<file path="src/rtl/cpu_pkg.sv">
// Shared CPU front-end types: address/instruction words and the fetch entry.
package cpu_pkg;

  localparam int ADDR_W_DEF  = 32;
  localparam int INSTR_W_DEF = 32;
  localparam int INSTR_BYTES = 4;

  typedef logic [ADDR_W_DEF-1:0]  addr_t;
  typedef logic [INSTR_W_DEF-1:0] instr_t;

  typedef struct packed {
    addr_t  pc;
    instr_t instr;
  } fetch_entry_t;

endpackage

</file>
<file path="src/rtl/fetch_fifo.sv">
// Prefetch FIFO: DEPTH entries of entry_t, head presented from the storage
// flops, flush wins over push. Head reads as zero while the FIFO is empty.
module fetch_fifo
  import cpu_pkg::*;
#(
  parameter int  DEPTH   = 4,
  parameter type entry_t = fetch_entry_t
) (
  input  logic                   clk,
  input  logic                   reset,
  input  logic                   flush,
  input  logic                   push,
  input  entry_t                 push_data,
  input  logic                   pop,
  output logic                   head_valid,
  output entry_t                 head_data,
  output logic [$clog2(DEPTH):0] count
);

  localparam int PTR_W = $clog2(DEPTH);
  localparam int CNT_W = PTR_W + 1;

  entry_t             mem_q [DEPTH];
  logic [PTR_W-1:0]   wr_ptr_q;
  logic [PTR_W-1:0]   rd_ptr_q;
  logic [CNT_W-1:0]   cnt_q;
  logic               push_ok;
  logic               pop_ok;

  assign push_ok    = push & (cnt_q != CNT_W'(DEPTH));
  assign pop_ok     = pop & (cnt_q != '0);
  assign head_valid = (cnt_q != '0);
  assign head_data  = head_valid ? mem_q[rd_ptr_q] : '0;
  assign count      = cnt_q;

  // Control stage: pointers and occupancy; flush empties in one edge.
  always_ff @(posedge clk or posedge reset) begin
    if (reset) begin
      wr_ptr_q <= '0;
      rd_ptr_q <= '0;
      cnt_q    <= '0;
    end else if (flush) begin
      wr_ptr_q <= '0;
      rd_ptr_q <= '0;
      cnt_q    <= '0;
    end else begin
      if (push_ok) wr_ptr_q <= wr_ptr_q + 1'b1;
      if (pop_ok)  rd_ptr_q <= rd_ptr_q + 1'b1;
      cnt_q <= cnt_q + CNT_W'(push_ok) - CNT_W'(pop_ok);
    end
  end

  // Data stage: entry storage, written only on an accepted push.
  always_ff @(posedge clk) begin
    if (push_ok && !flush) mem_q[wr_ptr_q] <= push_data;
  end

endmodule

</file>
<file path="src/rtl/fetch_unit.sv">
// Instruction-fetch stage: owns the PC, issues one read per cycle to a
// 1-cycle-latency instruction memory, buffers responses in fetch_fifo and
// hands them to decode over valid/ready. Redirect flushes and restarts.
// Optional FETCH_PERF_EN adds delivered-instruction and redirect counters.
module fetch_unit
  import cpu_pkg::*;
#(
  parameter int                ADDR_W   = 32,
  parameter int                INSTR_W  = 32,
  parameter int                DEPTH    = 4,
  parameter logic [ADDR_W-1:0] RESET_PC = '0
) (
  input  logic               clk,
  input  logic               reset,
  output logic               imem_req,
  output logic [ADDR_W-1:0]  imem_addr,
  input  logic               imem_rvalid,
  input  logic [INSTR_W-1:0] imem_rdata,
  input  logic               redirect_valid,
  input  logic [ADDR_W-1:0]  redirect_pc,
  output logic               instr_valid,
  input  logic               instr_ready,
  output logic [INSTR_W-1:0] instr,
  output logic [ADDR_W-1:0]  instr_pc,
  output logic [31:0]        perf_fetch_cnt,
  output logic [31:0]        perf_redirect_cnt
);

  localparam int CNT_W = $clog2(DEPTH) + 1;

  typedef struct packed {
    logic [ADDR_W-1:0]  pc;
    logic [INSTR_W-1:0] instr;
  } entry_t;

  logic [ADDR_W-1:0] pc_q;
  logic [ADDR_W-1:0] req_pc_q;
  logic              inflight_q;
  logic              drop_q;
  logic              fifo_valid;
  entry_t            head;
  entry_t            push_entry;
  logic [CNT_W-1:0]  occ;
  logic [CNT_W:0]    demand;
  logic              pop;
  logic              push;
  logic              unused_pc_lsbs;

  // Low address bits of a redirect target are forced to zero.
  assign unused_pc_lsbs = ^redirect_pc[1:0];

  assign instr_valid = fifo_valid & ~redirect_valid;
  assign pop         = instr_valid & instr_ready;
  // Slots that will be taken once the in-flight read lands, net of this pop.
  assign demand      = {1'b0, occ} + (CNT_W+1)'(inflight_q) - (CNT_W+1)'(pop);
  assign imem_req    = ~reset & ~redirect_valid & (demand < (CNT_W+1)'(DEPTH));
  assign imem_addr   = pc_q;
  assign push        = imem_rvalid & inflight_q & ~drop_q & ~redirect_valid;
  assign push_entry  = '{pc: req_pc_q, instr: imem_rdata};
  assign instr       = head.instr;
  assign instr_pc    = head.pc;

  // Request stage: PC advance, in-flight tracking and redirect restart.
  always_ff @(posedge clk or posedge reset) begin
    if (reset) begin
      pc_q       <= RESET_PC;
      inflight_q <= 1'b0;
      drop_q     <= 1'b0;
    end else if (redirect_valid) begin
      pc_q       <= {redirect_pc[ADDR_W-1:2], 2'b00};
      inflight_q <= 1'b0;
      drop_q     <= inflight_q;
    end else begin
      inflight_q <= imem_req;
      drop_q     <= 1'b0;
      if (imem_req) pc_q <= pc_q + ADDR_W'(INSTR_BYTES);
    end
  end

  // Request-to-response stage: PC that travels with the outstanding read.
  always_ff @(posedge clk) begin
    if (imem_req) req_pc_q <= pc_q;
  end

  fetch_fifo #(
    .DEPTH   (DEPTH),
    .entry_t (entry_t)
  ) u_fifo (
    .clk        (clk),
    .reset      (reset),
    .flush      (redirect_valid),
    .push       (push),
    .push_data  (push_entry),
    .pop        (pop),
    .head_valid (fifo_valid),
    .head_data  (head),
    .count      (occ)
  );

`ifdef FETCH_PERF_EN
  logic [31:0] fetch_cnt_q;
  logic [31:0] redirect_cnt_q;

  // Perf stage: wrapping counts of delivered instructions and redirects.
  always_ff @(posedge clk or posedge reset) begin
    if (reset) begin
      fetch_cnt_q    <= '0;
      redirect_cnt_q <= '0;
    end else begin
      if (pop)            fetch_cnt_q    <= fetch_cnt_q + 32'd1;
      if (redirect_valid) redirect_cnt_q <= redirect_cnt_q + 32'd1;
    end
  end

  assign perf_fetch_cnt    = fetch_cnt_q;
  assign perf_redirect_cnt = redirect_cnt_q;
`else
  assign perf_fetch_cnt    = 32'd0;
  assign perf_redirect_cnt = 32'd0;
`endif

endmodule

</file>
<file path="config.mk">
export PLATFORM = sky130hd
export DESIGN_NAME = fetch_unit
export DESIGN_NICKNAME = d
export VERILOG_FILES = /design/src/rtl/cpu_pkg.sv /design/src/rtl/fetch_fifo.sv /design/src/rtl/fetch_unit.sv
export SDC_FILE = /design/constraint.sdc
export NUM_CORES = 1
export LEC_CHECK = 0
export CAP_MARGIN = 0
export CORE_MARGIN = 5
export CORE_UTILIZATION = 25
export CTS_CLUSTER_SIZE = 30
export DETAILED_ROUTE_END_ITERATION = 6
export DONT_BUFFER_PORTS = 1
export PLACE_DENSITY_LB_ADDON = 0.25
export SKIP_LAST_GASP = 1
export SYNTH_ARGS = -nofsm -noshare
export SYNTH_HDL_FRONTEND = slang
export SYNTH_HIERARCHICAL = 1
export SYNTH_SLANG_ARGS = --single-unit
</file>
<file path="constraint.sdc">
create_clock -name clk -period 6 [get_ports clk]
set_clock_uncertainty 0.1 [all_clocks]
set_input_delay 0.9 -clock clk [delete_from_list [all_inputs] [get_ports clk]]
set_output_delay 0.9 -clock clk [all_outputs]
set_load 0.1 [all_outputs]
</file>
==> qor.yml <==
synth-edff-count: 286
wl_um: 33990
io_buffers: 0
synth.distinct_cells: 57
powerDensity_nw_per_um2: 350.1
holdBufCountCts: 0
synth.most_common_cell: "edfxtp_1"
grt_max_degree: 65
setup_viol: 0
dp_cells: 1493
setup_ws_ns: 1.068
fin_crit_sh: 0.8220
synth_xor_area_frac: 0.01092
hold_viol_final: 0
status: "finished clean"
postRouteAntennaNets: 0
synth_commonest_cells: "286 x edfxtp_1, 70 x and2_1, 66 x buf_4"
dp_slack_ns: 1.627
grt.overflow.total: 0
antennaDiodeCount: 0
yosysTopAreaCellShare: 0.6296
tightest_slew_ns: 1.164
clkSinkCount: 325
drt-pass1-iter-count: 4
track_usage: 0.1120
final_layout_size_suffix_gt1_frac: 0.2131
nets: 919
path_class: "register to output pin"
max_freq_mhz: 202.8
postCtsResizedCells: 0
async_reset_ff_frac: 0.1200
cts_buffers: 40
grt_pass1_wl_um: 49440
fin_util: 0.2914
ys_warn_count: 6
peakVddDrop_mv: 0.2019
leakagePower_nw: 5.146
syn_to_final_growth_pct: 15.18
avgSynthCellArea_um2: 17.33
num_rows: 85
viasPerCell: 4.326
clock_path_buffers: 3
worstSkewPairLatency_ns: 0.55
initial_core_util: 0.2530
critical_path.max_fanout: 17
synth_flop_cell: "edfxtp_1"
synth_adder_area_share: 0.01064
path_clk_slew_ns: 0.06
post_cts_buffers: 0
coreArea_um2: 53920
synthTopCellsByArea: "edfxtp_1 63%, mux4_2 11%, dfrtp_1 7.2%, buf_4 3.6%, and2_1 3.2%"
crit_arrival_ns: 3.93
gp_congestion: 0.7155
antenna_found_initial: 1
root_buffer: "clkbuf_16"
die_w_um: 243.6
routedWlPerCell_um: 21.73
syn_area_um2: 13640
synth_top_family_by_area: "multiplexers"
setup-tns-final_ns: 0
vias: 6766
synth_compound_area_frac: 0.03009
drtIter0Drc: 414
cp_data_required_time_ns: 5.00
hold_path.class: "input port to async pin"
finalMaxSlewViolations: 0
slew_headroom: 0.2241
drc_errors: 0
endpoint_kind: "output pin"
maxCapViolCount: 0
yosysSeqAreaShare: 0.7012
htreeDepth: 2
min_period_ns: 4.932
cts_tree: "built"
place.detailed.hpwl_um: 21390
grt_pass1_vias: 6891
die_h_um: 243.6
stdcell_count: 1564
synth-seq-cells: 325
rsz0062_at_grt: "no"
yosys.area_share.simple: 0.08182
io_pins: 231
synth_cells: 787
synth_mux_area_frac: 0.1105
die_area_um2: 59330
yosys.area.top_type: "edfxtp_1"
worst_setup_path_start_kind: "register"
==> final timing paths <==
check,startpoint,to,slack (ns),cells past startpoint
setup / recovery,u_fifo/count[1],imem_req,1.07,13
hold / removal,reset,u_fifo/count[0],0.09,1
setup reg to reg,u_fifo/count[1],imem_addr[2],1.70,16
hold reg to reg,req_pc_q[24],u_fifo/mem_q[2][56],0.39,0
max in group asynchronous,reset,imem_addr[30],5.16,2
min in group clk,redirect_valid,u_fifo/rd_ptr_q[0],0.33,1
==> per-layer routing <==
| layer | wire, µm | track usage | vias up |
|---|---|---|---|
| li1 | - | - | 3006 |
| met1 | 14800 | 0.1472 | 3495 |
| met4 | 605 | 0.02622 | 2 |
| met2 | 15540 | 0.1745 | 218 |
| met5 | 13 | 0 | - |
| met3 | 3028 | 0.04592 | 45 |
==> critical path, stage by stage, from the launching register on <==
cell and delay (ns):
dfrtp_1 0.48, or3_2 0.52, nor2b_2 0.16, buf_4 0.23
and2_1 0.23, ha_1 0.18, inv_1 0.05, ha_1 0.21
and3b_4 0.21, nor4_4 0.20, buf_4 0.22, o21ai_1 0.07
buf_4 0.20, inv_2 0.40
==> layout by cell type (no fill, tap or decap), types with 10 or more instances in the layout <==
| cell type | instances |
|---|---|
| and2_1 | 70 |
| buf_4 | 34 |
| clkbuf_16 | 41 |
| conb_1 | 74 |
| dfrtp_1 | 37 |
| edfxtp_1 | 286 |
| ha_1 | 10 |
| inv_1 | 17 |
| mux4_2 | 64 |
| nand2_1 | 30 |
| nand3_1 | 12 |
| nand4_1 | 10 |
| nor2_1 | 21 |
| o2111ai_1 | 10 |
| o21ai_0 | 17 |
| xor2_1 | 11 |
==> sequential cells by signal, summed over array words and instances (netlist names) <==
register	flops
req_pc_q	30
u_fifo/rd_ptr_q	2
u_fifo/wr_ptr_q	2
drop_q	1
imem_addr	30
inflight_q	1
u_fifo/count	3
u_fifo/mem_q	256
==> area by class of cell <==
| class | count | area [µm²] |
|---|---|---|
| Fill cell | 5298 | 38210 |
| Sequential cell | 325 | 9572 |
| Tap cell | 696 | 870.8 |
| Multi-Input combinational cell | 417 | 3630 |
| Inverter | 20 | 75.07 |
| Clock buffer | 49 | 1056 |
| Timing Repair Buffer | 35 | 275.3 |
| Clock inverter | 22 | 232.7 |
==> metrics by stage <==
stage	power (W)	hold WS, ns	area, µm²
floorplan	0.003131	0.3587	13910
global placement	0.003183	0.3739	14420
detailed placement	0.003185	0.3813	14420
CTS	0.005600	0.05375	15710
global route	0.005717	0.07258	15710
finish	0.005500	0.08969	15710
==> report_power, final <==
part | switching, W | total, W | internal, W
logic | 0.000461 | 0.000519 | 0.0000579
clock network | 0.000938 | 0.00237 | 0.00143
registers | 0.000107 | 0.00261 | 0.00251
total | 0.00151 | 0.00550 | 0.00399
==> kinds of logic (layout without fill, tap and decap cells) <==
logic type / after synthesis / count (layout)
AOI/OAI and AO/OA: 57 / 57
adders and majority gates: 11 / 11
other: 1 / 74
buffers and inverters: 118 / 126
DFF: 325 / 325
muxes: 70 / 70
xor gates and xnor gates: 17 / 17
and+or+nand+nor: 188 / 188
No activity file was read; power rests on OpenSTA's default activity.
